### config.mk
export PLATFORM = sky130hd
export DESIGN_NAME = demo_sequencer
export DESIGN_NICKNAME = d
export VERILOG_FILES = /design/src/rtl/demo_sequencer.sv
export SDC_FILE = /design/constraint.sdc
export NUM_CORES = 1
export LEC_CHECK = 0
export CAP_MARGIN = 20
export CORE_MARGIN = 2
export CORE_UTILIZATION = 40
export DETAILED_ROUTE_END_ITERATION = 10
export SLEW_MARGIN = 0
export SYNTH_ARGS = -nofsm -noshare
export SYNTH_HDL_FRONTEND = slang
export SYNTH_SLANG_ARGS = --single-unit
### constraint.sdc
create_clock -name clk_i -period 4 [get_ports clk_i]
set_input_delay 0.8 -clock clk_i [delete_from_list [all_inputs] [get_ports clk_i]]
set_output_delay 0.8 -clock clk_i [all_outputs]
set_load 0.005 [all_outputs]
### src/rtl/demo_sequencer.sv
// Button-driven stimulus sequencer for the demo bus: walks every master through a write and a read
// on its own, then all masters together, handshaking on their ready flags.
module demo_sequencer #(
  parameter  int NUM_MASTERS    = 2,
  parameter  int START_PULSE    = 2,
  parameter  int GAP_CYCLES     = 2,
  parameter  int TIMEOUT_CYCLES = 256,
  localparam int STEPS          = 2*NUM_MASTERS + 2,
  localparam int SW             = $clog2(STEPS)
) (
  input  logic                   clk_i,
  input  logic                   rst_i,
  input  logic                   go_i,
  input  logic                   loop_en_i,
  input  logic [NUM_MASTERS-1:0] ready_i,
  output logic                   start_o,
  output logic [NUM_MASTERS-1:0] mode_o,
  output logic [NUM_MASTERS-1:0] en_o,
  output logic                   busy_o,
  output logic                   done_o,
  output logic                   err_o,
  output logic [SW-1:0]          step_idx_o
);

  // One counter serves the start pulse, the gap and the timeout, so size it for the largest.
  localparam int CW       = $clog2(TIMEOUT_CYCLES + START_PULSE + GAP_CYCLES + 1);
  localparam int GAP_LAST = (GAP_CYCLES > 0) ? GAP_CYCLES - 1 : 0;

  typedef enum logic [2:0] {
    S_IDLE, S_WAIT_RDY, S_ASSERT, S_WAIT_DONE, S_GAP, S_FINISH
  } state_e;

  state_e                 state_q, state_d;
  logic                   start_q, start_d;
  logic [NUM_MASTERS-1:0] mode_q, mode_d;
  logic [NUM_MASTERS-1:0] en_q, en_d;
  logic                   busy_q, busy_d;
  logic                   done_q, done_d;
  logic                   err_q, err_d;
  logic [SW-1:0]          step_q, step_d;
  logic [CW-1:0]          cnt_q, cnt_d;
  logic                   seen_q, seen_d;
  logic [NUM_MASTERS-1:0] en_tbl, mode_tbl;
  logic                   all_rdy, any_busy;

  assign all_rdy  = &ready_i;
  assign any_busy = |(en_q & ~ready_i);

  // Steps 2i/2i+1 exercise master i alone; the last two steps drive every master at once.
  always_comb begin
    en_tbl   = '0;
    mode_tbl = '0;
    for (int i = 0; i < NUM_MASTERS; i++) begin
      en_tbl[i]   = (step_q == SW'(2*i)) || (step_q == SW'(2*i+1)) ||
                    (step_q >= SW'(2*NUM_MASTERS));
      mode_tbl[i] = (step_q == SW'(2*i)) || (step_q == SW'(2*NUM_MASTERS));
    end
  end

  always_comb begin
    state_d = state_q;
    start_d = start_q;
    mode_d  = mode_q;
    en_d    = en_q;
    busy_d  = busy_q;
    done_d  = 1'b0;
    err_d   = err_q;
    step_d  = step_q;
    cnt_d   = cnt_q + CW'(1);
    seen_d  = seen_q;
    unique case (state_q)
      S_IDLE: begin
        cnt_d = '0;
        if (go_i) begin
          state_d = S_WAIT_RDY;
          busy_d  = 1'b1;
          err_d   = 1'b0;
          step_d  = '0;
        end
      end
      S_WAIT_RDY: begin
        if (all_rdy) begin
          state_d = S_ASSERT;
          start_d = 1'b0;
          en_d    = en_tbl;
          mode_d  = mode_tbl;
          cnt_d   = '0;
          seen_d  = 1'b0;
        end else if (cnt_q == CW'(TIMEOUT_CYCLES - 1)) begin
          state_d = S_FINISH;
          err_d   = 1'b1;
          done_d  = 1'b1;
        end
      end
      S_ASSERT: begin
        if (any_busy) seen_d = 1'b1;
        if (cnt_q == CW'(START_PULSE - 1)) begin
          state_d = S_WAIT_DONE;
          start_d = 1'b1;
          cnt_d   = '0;
        end
      end
      S_WAIT_DONE: begin
        if (seen_q && all_rdy) begin
          state_d = S_GAP;
          seen_d  = 1'b0;
          cnt_d   = '0;
        end else begin
          if (any_busy) seen_d = 1'b1;
          if (cnt_q == CW'(TIMEOUT_CYCLES - 1)) begin
            state_d = S_FINISH;
            start_d = 1'b1;
            err_d   = 1'b1;
            done_d  = 1'b1;
          end
        end
      end
      S_GAP: begin
        if (cnt_q == CW'(GAP_LAST)) begin
          cnt_d = '0;
          if (step_q == SW'(STEPS - 1)) begin
            if (loop_en_i) begin
              state_d = S_WAIT_RDY;
              step_d  = '0;
            end else begin
              state_d = S_FINISH;
              done_d  = 1'b1;
            end
          end else begin
            state_d = S_WAIT_RDY;
            step_d  = step_q + SW'(1);
          end
        end
      end
      S_FINISH: begin
        state_d = S_IDLE;
        busy_d  = 1'b0;
        cnt_d   = '0;
      end
      default: begin
        state_d = S_IDLE;
        cnt_d   = '0;
      end
    endcase
  end

  always_ff @(posedge clk_i) begin
    if (rst_i) begin
      state_q <= S_IDLE;
      start_q <= 1'b1;
      mode_q  <= '0;
      en_q    <= '0;
      busy_q  <= 1'b0;
      done_q  <= 1'b0;
      err_q   <= 1'b0;
      step_q  <= '0;
      cnt_q   <= '0;
      seen_q  <= 1'b0;
    end else begin
      state_q <= state_d;
      start_q <= start_d;
      mode_q  <= mode_d;
      en_q    <= en_d;
      busy_q  <= busy_d;
      done_q  <= done_d;
      err_q   <= err_d;
      step_q  <= step_d;
      cnt_q   <= cnt_d;
      seen_q  <= seen_d;
    end
  end

  assign start_o    = start_q;
  assign mode_o     = mode_q;
  assign en_o       = en_q;
  assign busy_o     = busy_q;
  assign done_o     = done_q;
  assign err_o      = err_q;
  assign step_idx_o = step_q;

endmodule

**Yosys cells after proc, flatten, opt, wreduce, memory -nomap -nowiden**

Cells that the tools add are included.

- Memories: 0
- Bits in read-only memories: 0
- Output and inout port bits: 11
- Latch bits: 0
- Input port bits: 6
- Word-level logic and storage cells: 98
- Bits in registers: 24
- Bits in writable memories: 0

- Reductions and logical operators: 23
- Mux-type cells: 40
- $lt $le $gt $ge: 1
- Divide/modulo/power cells: 0
- Add/sub/neg operators: 2
- Shifts and indexed selects: 0
- Bitwise gates (word level): 2
- $mul: 0
- Equal/unequal tests: 20

Operators with widths:

| operator | number |
|---|---|
| 3-bit two-way mux | 12 |
| 9-bit two-way mux | 3 |
| 9-bit case mux with 3 select lines | 1 |
| 1-bit two-way mux | 17 |
| 3-bit case mux with 5 select lines | 1 |
| 2-bit != test, second input constant | 7 |
| 3-bit by 2-bit equality test with 1-bit output, second input constant | 4 |
| 3-bit equality test, second input constant | 4 |
| 1-bit case mux with 3 select lines | 4 |
| 9-bit by 1-bit adder with 9-bit output, second input constant | 1 |
| 9-bit by 1-bit equality test with 1-bit output, second input constant | 1 |
| 9-bit by 8-bit equality test with 1-bit output, second input constant | 1 |
| 4-bit AND reduction | 2 |
| 3-bit by 1-bit equality test with 1-bit output, second input constant | 2 |
| 3-bit logical NOT | 2 |
| 1-bit logical OR | 6 |
| 3-bit case mux with 2 select lines | 1 |
| 2-bit AND reduction | 3 |
| 3-bit AND reduction | 2 |
| 3-bit nonzero test | 2 |
| 5-bit AND reduction | 1 |
| 2-bit nonzero test | 2 |
| 2-bit OR reduction | 2 |
| 3-bit by 1-bit adder with 3-bit output, second input constant | 1 |
| 6 further kinds | 6 |

**Depth between registers and ports, before layout**

Gate-level depths: netlist (run 1).

- Depth in word-level cells: 6
- Gate-level depth with buffers: 9
- Depth with buffers taken out: 9

**Worst setup path after synthesis (run 1)**

Ideal clock, no wire load.

- Kind: input -> register
- Start: input ready_i[0]
- End: register mode_q[0], in the netlist mode_o[0]
- Required time: 3873 ps
- Buffers on the path: 1
- Arrival time: 1768 ps
- Setup time: 127 ps
- Stages on the path: 5
- Setup slack: 2104 ps
- Cells stage by stage: clkbuf_1 -> nand4b_1 -> nor2_1 -> mux2i_1 -> nor2_1

- Longest elaborated chain between the ends: 1

Ends and longest elaborated chain:

| what | RTL line | RTL |
|---|---|---|
| start: declaration | 15 | `input logic [NUM_MASTERS-1:0] ready_i,` |
| 3-bit AND reduction (no line) | n/a |  |
| end signal: assignment | 162 | `mode_q <= mode_d;` |
| end: declaration | 35 | `logic [NUM_MASTERS-1:0] mode_q, mode_d;` |

No other way between the ends.
A chain may end at the register's enable or synchronous reset.

**Worst setup path in the final report (run 1)**

- Start: register step_q[1], in the netlist step_idx_o[1]
- End: output step_idx_o[1]

RTL lines:

| what | RTL line | RTL |
|---|---|---|
| start: declaration | 40 | `logic [SW-1:0] step_q, step_d;` |
| start signal: assignment | 167 | `step_q <= step_d;` |
| end: declaration | 22 | `output logic [SW-1:0] step_idx_o` |

No word-level cell between the ends.

==> key figures, run 1 <==
Clock network
  – CTS Hold Buffers Added: 0
  – CTS tree: yes
  – Root Driver: clkbuf_4
  – Cts bufs inserted: 3
  – CTS clock-pin slew for the worst setup and hold paths: 140 ps
  – Clock tree buffer depth: 2
  – H-tree depth: 1
  – Worst skew pair latency: 330 ps
  – # clock sinks: 24
  – Post-CTS Resized: 0
  – # Post-CTS Setup Buffers: 0

Min path
  – Hold Path Depth: 1
  – Hold Crit Start: err_o
  – Worst hold-check path type: reg2reg

Setup path
  – Worst r2r src: cnt_q[0]
  – Worst setup SP type: flip-flop
  – Crit path from: step_idx_o[1]
  – CP arrival: 1410 ps
  – Crit path cell chain: clkdlybuf4s50_1
  – Critical path type: reg2out
  – CP peak stage delay: 560 ps
  – Slowest CP cell: clkdlybuf4s50_1
  – Crit Path Max Fanout: 10
  – CP bufs+invs: 1
  – CP required: 3200 ps
  – Delay-heaviest family, CP: buffers and inverters
  – Critical path depth: 1
  – Cell count of the worst reg-to-reg path: 9
  – CP Capture Type: output pin

Die
  – Die Y: 61.0 um
  – Row cnt: 20
  – Area of the die: 3720 um2
  – Starting Density: 0.422
  – Core box area: 3080 um2
  – Die W: 61.0 um
  – Io pins: 17

Power and ir drop
  – Gate power share: 0.107
  – Internal power: 0.000373 W
  – Max IR drop VDD: 0.129 mV
  – Leakage: 0.509 nW
  – Power density over the cells: 318 nW/um2
  – Sw frac: 0.229
  – Net Sw Power: 0.000111 W
  – Sequential Power Share: 0.526
  – Clk pwr share: 0.366

Routing
  – Via count: 1111
  – Iteration-0 DRC Markers: 49
  – Antenna-violating nets left: 0
  – First-pass DRT Iterations: 4
  – Post-DR vias/cell: 5.42
  – DRT Wirelength: 2580 um
  – WL per Instance: 12.6 um
  – DRC Markers: 0

Layout
  – Final instance area: 1520 um2
  – Area delta synth->final: 17.3%
  – Net count, final: 173
  – Fillers: 314
  – ANT cells: 0
  – Fraction of layout cells with a size suffix above 1: 0.0683
  – Register area: 480 um2
  – Footprint of the multi-input gates: 747 um2

Timing
  – Final hold vios: 0
  – Post-route setup TNS: 0 ps
  – Pins Over Slew Limit: 0
  – Final setup viols: 0
  – Fmax: 453 MHz
  – Final Cycle Share: 0.552
  – Fin worst setup slack: 1790 ps
  – RSZ-0062 raised after global routing: no
  – Worst Skew: 10.4 ps
  – Slew margin rel.: 0.579
  – Crit path time final: 2210 ps
  – Worst slew pin tran: 629 ps

GRT
  – Initial antenna violation count: 0
  – All-Layer GR Usage: 0.155
  – GRT overflow: 0
  – Vias in the first global route: 964
  – Global-route wire length before repair: 4310 um
  – Pin count of the biggest net entering global routing: 19

Synthesis
  – Post-Synthesis Cells: 152
  – Top FF cell, synth: dfxtp_1
  – Post-synth EDFFs: 0
  – Register area share after synthesis: 0.370
  – Synthesis-stage register bit count: 24
  – Post-Synthesis Net Count: 163
  – Post-synth cell types: 48
  – Synthesized area: 1300 um2
  – YS warnings: 0
  – Mean Syn Cell Area: 8.54 um2
  – Async SR Flop Fraction: 0

Job
  – Maxcap violations: 0

Run status
  – Outcome: complete, no violations

Placement
  – Dpl ws: 1520 ps
  – Post-DP HPWL: 1860 um
  – Placed instance area: 1470 um2
  – Port bufs: 16
  – GPL Wtd Cong: 0.800
[state kept, by name, indices dropped and copies added, names as in the netlist]
signal,flops
err_o,1
en_o,2
cnt_q,9
state_q,3
busy_o,1
start_o,1
done_o,1
mode_o,2
step_idx_o,3
seen_q,1
[final cells by class]
cell class                 count  share of cell area
multi-input combinational    110               0.491
tap                           44              0.0362
sequential                    24               0.316
clock buffer                   3              0.0148
clock inverter                 1              0.0197
timing repair buffer          16               0.105
inverter                       7              0.0173
[metrics by stage]
| stage | cells | total power [W] | utilization | hold WS (ps) |
|---|---|---|---|---|
| after floorplan | 152 | 0.000292 | - | 441 |
| after global placement | 201 | 0.000311 | 0.477 | 456 |
| after detailed placement | 201 | 0.000311 | 0.477 | 458 |
| after CTS | 205 | 0.000489 | 0.494 | 499 |
| after global routing | 205 | 0.000503 | 0.494 | 519 |
| final | 205 | 0.000483 | 0.494 | 498 |
[cells by family after synthesis]
family | count (synthesis) | synth area share
XOR/XNOR | 7 | 0.0473
AND/OR/NAND/NOR | 64 | 0.271
flip-flops | 24 | 0.370
adder cells (fa/ha/maj) | 5 | 0.0482
buffers and inverters | 18 | 0.0540
multiplexers | 3 | 0.0231
AO/OA/AOI/OAI | 31 | 0.186
[final timing paths]
| check | to | slack [ps] |
|---|---|---|
| setup / recovery | step_idx_o[1] | 1790 |
| hold / removal | err_o | 500 |
| setup reg to reg | state_q[2] | 1810 |
| hold reg to reg | err_o | 500 |
[routing by layer]
metal,vias to the layer above,routed length [um],part of all wire,global-route usage
li1,560,-,-,-
met1,518,1240,0.48,0.209
met2,28,1170,0.46,0.246
met3,5,114,0.044,0.0277
met4,0,44,0.017,0.0652
met5,-,0,0,0
[cell usage after synthesis, types with 2 or more instances]
library cell	n	area (um2)
nor3b_1	2	15.0
o21ai_0	3	15.0
a31oi_1	4	25.0
a21oi_1	5	25.0
xor2_1	3	26.3
nor2b_1	6	37.5
inv_1	7	26.3
mux2i_1	3	30.0
nand2_1	4	15.0
clkbuf_1	8	30.0
dfxtp_1	24	480
ha_1	5	62.6
buf_2	2	10.0
nand3_1	4	20.0
nor3_1	6	30.0
a211o_1	2	17.5
nor2_1	26	97.6
nor4b_1	2	17.5
xnor2_1	4	35.0
nand2b_1	2	12.5
o21a_1	3	22.5
[power groups by stage]
stage	registers [W]	logic, W	clock network (W)
global route	0.000256	0.0000569	0.000190
global placement	0.000260	0.0000517	0
CTS	0.000254	0.0000522	0.000183
detailed placement	0.000260	0.0000518	0
finish	0.000254	0.0000519	0.000177
floorplan	0.000255	0.0000364	0
[cells in the final DEF, fill, tap and decap left out, types with 4 or more instances in the layout]
cell type	Yosys	routed
nor2b_1	6	6
ha_1	5	5
nor3_1	6	6
nor2_1	26	26
nand2_1	4	4
a21oi_1	5	5
nand3_1	4	4
inv_1	7	7
a31oi_1	4	4
clkdlybuf4s50_1	0	16
dfxtp_1	24	24
xnor2_1	4	4
(Power assumes the default switching activity.)
==> run 2, diff against run 1 <==
clock period = 2.2 ns   (was 4 ns; I/O delays follow)
==> run 2 against run 1 <==
Sequential power rose by 79%. Clock power up 39%. Non-clock buffer count is 5 higher. Worst setup slack lost 1700 ps. Worst hold slack gained 3.3 ps. Highest routed layer unchanged. Sequential share of layout area is 0.56 points lower. Wire length up 8.7%. Total power is 68% higher. Register-to-register slack worse by 1700 ps.
==> key figures, run 2 (synthesized netlist as in run 1, its figures left out) <==
Run status
  – Outcome: complete, no violations

Timing
  – Worst slew pin tran: 568 ps
  – Final setup viols: 0
  – Crit path time final: 2070 ps
  – Post-route setup TNS: 0 ps
  – Slew margin rel.: 0.620
  – Worst Skew: 15.2 ps
  – Fmax: 483 MHz
  – Final hold vios: 0
  – RSZ-0062 raised after global routing: no
  – Pins Over Slew Limit: 0
  – Final Cycle Share: 0.941

GRT
  – Pin count of the biggest net entering global routing: 18
  – Vias in the first global route: 1051
  – All-Layer GR Usage: 0.165
  – GRT overflow: 0
  – Global-route wire length before repair: 4620 um
  – Initial antenna violation count: 0

Layout
  – Most common cell after layout, fill and taps aside: nor2_1
  – Most frequent cells in the layout: 26 x nor2_1, 24 x dfxtp_1, 16 x clkdlybuf4s50_1
  – Fraction of layout cells with a size suffix above 1: 0.102
  – ANT cells: 0
  – Area delta synth->final: 19.4%
  – Largest Register: cnt_q
  – Net count, final: 178
  – Final instance area: 1550 um2
  – Max FFs per register: 9

Die
  – Die W: 61.0 um
  – Io pins: 17
  – Core box area: 3080 um2
  – Row cnt: 20
  – Die Y: 61.0 um
  – Starting Density: 0.422
  – Area of the die: 3720 um2

Clock network
  – Post-CTS Resized: 0
  – Worst skew pair latency: 330 ps
  – # Post-CTS Setup Buffers: 0
  – # clock sinks: 24
  – CTS clock-pin slew for the worst setup and hold paths: 150 ps
  – Cts bufs inserted: 3
  – CTS tree: yes
  – Clock tree buffer depth: 2
  – Root Driver: clkbuf_4
  – H-tree depth: 1
  – CTS Hold Buffers Added: 0

Routing
  – First-pass DRT Iterations: 4
  – Iteration-0 DRC Markers: 44
  – Antenna-violating nets left: 0
  – DRT Wirelength: 2800 um
  – Post-DR vias/cell: 5.36
  – DRC Markers: 0
  – Via count: 1125
  – WL per Instance: 13.3 um

Placement
  – Post-DP HPWL: 2030 um
  – Placed instance area: 1510 um2
  – GPL Wtd Cong: 0.842
  – Port bufs: 16

Min path
  – Worst hold-check path type: reg2reg

Power and ir drop
  – Power density over the cells: 524 nW/um2
  – Max IR drop VDD: 0.266 mV
  – Leakage: 0.529 nW
  – Total power: 0.000812 W

Setup path
  – CP required: 2460 ps
  – CP arrival: 2330 ps
  – Critical path type: reg2reg
  – Crit Path Max Fanout: 5
  – CP Capture Type: flip-flop
  – Worst setup SP type: flip-flop

Job
  – Maxcap violations: 0
==> run 2: worst paths after layout <==
path | to | slack (ps) | startpoint | cells after the start
hold / removal | err_o | 500 | err_o | 1
setup / recovery | state_q[2] | 130 | cnt_q[0] | 9
setup reg to reg | state_q[2] | 130 | cnt_q[0] | 9
hold reg to reg | err_o | 500 | err_o | 1
==> run 2: power breakdown <==
group          internal (W)  total (W)  leakage (nW)  switching, W
logic             0.0000528   0.000112         0.313     0.0000589
registers          0.000446   0.000454         0.195    0.00000778
clock network      0.000101   0.000246        0.0210      0.000145
==> run 2: critical path, cell delays in order, from the launching register on <==
cell and delay, ps:
dfxtp_1 420, ha_1 210, nand3_1 130, nor2_1 190, and3_1 200, ha_1 210, a31oi_1 80, a311o_1 290
a211o_1 250, o31ai_1 60
==> run 2: per-stage QoR <==
stage	instances	hold WS [ps]	setup WS, ps	utilization
final	210	502	130	0.503
after global routing	210	525	2.99	0.503
after CTS	210	495	136	0.501
after detailed placement	206	459	157	0.489
after global placement	206	456	223	0.489
after floorplan	152	441	331	-
==> run 2: cell type report <==
| cell class | count | area, um2 |
|---|---|---|
| clock buffer | 4 | 36.3 |
| fill | 322 | 1530 |
| inverter | 7 | 26.3 |
| multi-input combinational | 110 | 753 |
| sequential | 24 | 480 |
| tap | 44 | 55.1 |
| timing repair buffer | 21 | 198 |
==> run 2: routing by layer <==
layer | up-vias | GRT usage | part of all wire
met2 | 24 | 0.286 | 0.48
met5 | - | 0 | 0
met1 | 533 | 0.210 | 0.47
met4 | 0 | 0.0590 | 0.0093
met3 | 2 | 0.0213 | 0.036
li1 | 566 | - | -
==> run 3, diff against run 2 <==
CORE_MARGIN = default   (was 2)
CORE_UTILIZATION = 35   (was 40)
GPL_TIMING_DRIVEN = 0   (was default)
==> run 3 against run 2 <==
Maximum frequency grew 0.85%. Sequential power is essentially flat. Via count is the same. Total power grew 6.0%. Die area grew 6.4%.
==> key figures, run 3 (synthesized netlist as in run 1, its figures left out) <==
GRT
  – Pin count of the biggest net entering global routing: 14
  – GRT overflow: 0
  – Initial antenna violation count: 0
  – Vias in the first global route: 1082
  – All-Layer GR Usage: 0.155
  – Global-route wire length before repair: 4950 um

Timing
  – Pins Over Slew Limit: 0
  – Worst Skew: 4.02 ps
  – Final hold vios: 0
  – Post-route setup TNS: 0 ps
  – RSZ-0062 raised after global routing: no
  – Slew margin rel.: 0.678
  – Worst slew pin tran: 477 ps
  – Fmax: 487 MHz
  – Final setup viols: 0
  – Final Cycle Share: 0.933
  – Crit path time final: 2050 ps

Die
  – Core box area: 3440 um2
  – Die Y: 62.9 um
  – Die W: 62.9 um
  – Io pins: 17
  – Row cnt: 21
  – Area of the die: 3950 um2
  – Starting Density: 0.377

Min path
  – Worst hold-check path type: reg2reg

Clock network
  – CTS tree: yes
  – Cts bufs inserted: 3
  – CTS Hold Buffers Added: 0
  – # clock sinks: 24
  – Worst skew pair latency: 270 ps
  – # Post-CTS Setup Buffers: 0
  – Clock tree buffer depth: 2
  – Root Driver: clkbuf_8
  – CTS clock-pin slew for the worst setup and hold paths: 90 ps
  – H-tree depth: 1

Routing
  – WL per Instance: 13.1 um
  – First-pass DRT Iterations: 4
  – DRC Markers: 0
  – DRT Wirelength: 2820 um
  – Iteration-0 DRC Markers: 68
  – Antenna-violating nets left: 0
  – Post-DR vias/cell: 5.23
  – Via count: 1125

Power and ir drop
  – Net Sw Power: 0.000209 W
  – Sw frac: 0.243
  – Internal power: 0.000651 W
  – Power density over the cells: 554 nW/um2
  – Leakage: 0.519 nW
  – Gate power share: 0.120
  – Clk pwr share: 0.351
  – Max IR drop VDD: 0.231 mV
  – Sequential Power Share: 0.530

Setup path
  – Slowest CP cell: dfxtp_1
  – CP required: 2380 ps
  – Crit Path Max Fanout: 4
  – Crit path cell chain: ha_1 -> nand3_1 -> nor2_2 -> and3_1 -> ha_2 -> a31oi_1 -> a311o_1 -> a211o_1 -> o31ai_1
  – Critical path type: reg2reg
  – CP peak stage delay: 380 ps
  – CP Capture Type: flip-flop
  – Worst setup SP type: flip-flop
  – CP arrival: 2230 ps

Layout
  – Most frequent cells in the layout: 25 x nor2_1, 23 x dfxtp_1, 13 x clkdlybuf4s50_1
  – ANT cells: 0
  – Area delta synth->final: 19.7%
  – Largest Register: cnt_q
  – Footprint of the multi-input gates: 758 um2
  – Most common cell after layout, fill and taps aside: nor2_1
  – Fillers: 341
  – Fraction of layout cells with a size suffix above 1: 0.101
  – Max FFs per register: 9
  – Register area: 482 um2
  – Net count, final: 181
  – Final instance area: 1550 um2

Placement
  – Post-DP HPWL: 2050 um
  – Placed instance area: 1490 um2
  – Port bufs: 13
  – GPL Wtd Cong: 0.880

Run status
  – Outcome: complete, no violations

Job
  – Maxcap violations: 0
## run 3: power groups by stage
| stage | Sequential, W | Combinational (W) | Clock, W |
|---|---|---|---|
| finish | 0.000456 | 0.000103 | 0.000302 |
| global route | 0.000459 | 0.000114 | 0.000331 |
| CTS | 0.000456 | 0.000101 | 0.000309 |
| detailed placement | 0.000466 | 0.0000996 | 0 |
| global placement | 0.000465 | 0.0000989 | 0 |
| floorplan | 0.000464 | 0.0000662 | 0 |
## run 3: repair_timing
| item | 4_1_cts | 5_1_grt |
|---|---|---|
| setup endpoints to repair | 0 | 2 |
| resized for setup | 0 | 5 |
| hold endpoints to repair | 0 | 0 |
## run 3: area by class of cell
cell class              instances  share of cell area
plain buffers                  11              0.0282
flip-flops and latches         24               0.310
repair buffers                 13              0.0838
inverters                       7              0.0169
clock buffers                   4              0.0355
multi-input cells             110               0.488
well taps                      46              0.0371
## run 3: path summary, 6_finish.rpt
path | startpoint | end | slack, ps | cells past startpoint
worst min-delay path | cnt_q[0] | cnt_q[0] | 460 | 1
worst max register to register | cnt_q[1] | state_q[2] | 150 | 9
worst max-delay path | cnt_q[1] | state_q[2] | 150 | 9
worst min register to register | cnt_q[0] | cnt_q[0] | 460 | 1
## run 3: critical path, delay by kind of cell (launching register included)
family,cells,cell delay (ps)
DFF,1,380
and+or+nand+nor,3,500
adders and majority gates,2,400
AOI/OAI and AO/OA,4,670
## run 3: per-layer routing
layer  wire (um)  vias up  part of all wire  track usage
li1            -      570                 -            -
met1        1330      515              0.47        0.188
met2        1360       36              0.48        0.277
met3         100        4             0.035       0.0274
met4          23        0            0.0082       0.0378
met5           0        -                 0            0
## run 3: through the flow
step	setup WS, ps	total power (W)	utilization	hold WS (ps)	cells
floorplan	331	0.000531	-	441	152
global placement	118	0.000564	0.431	459	211
detailed placement	92.9	0.000566	0.431	460	211
CTS	72.5	0.000866	0.447	481	215
global route	3.10	0.000903	0.451	478	215
finish	147	0.000861	0.451	456	215
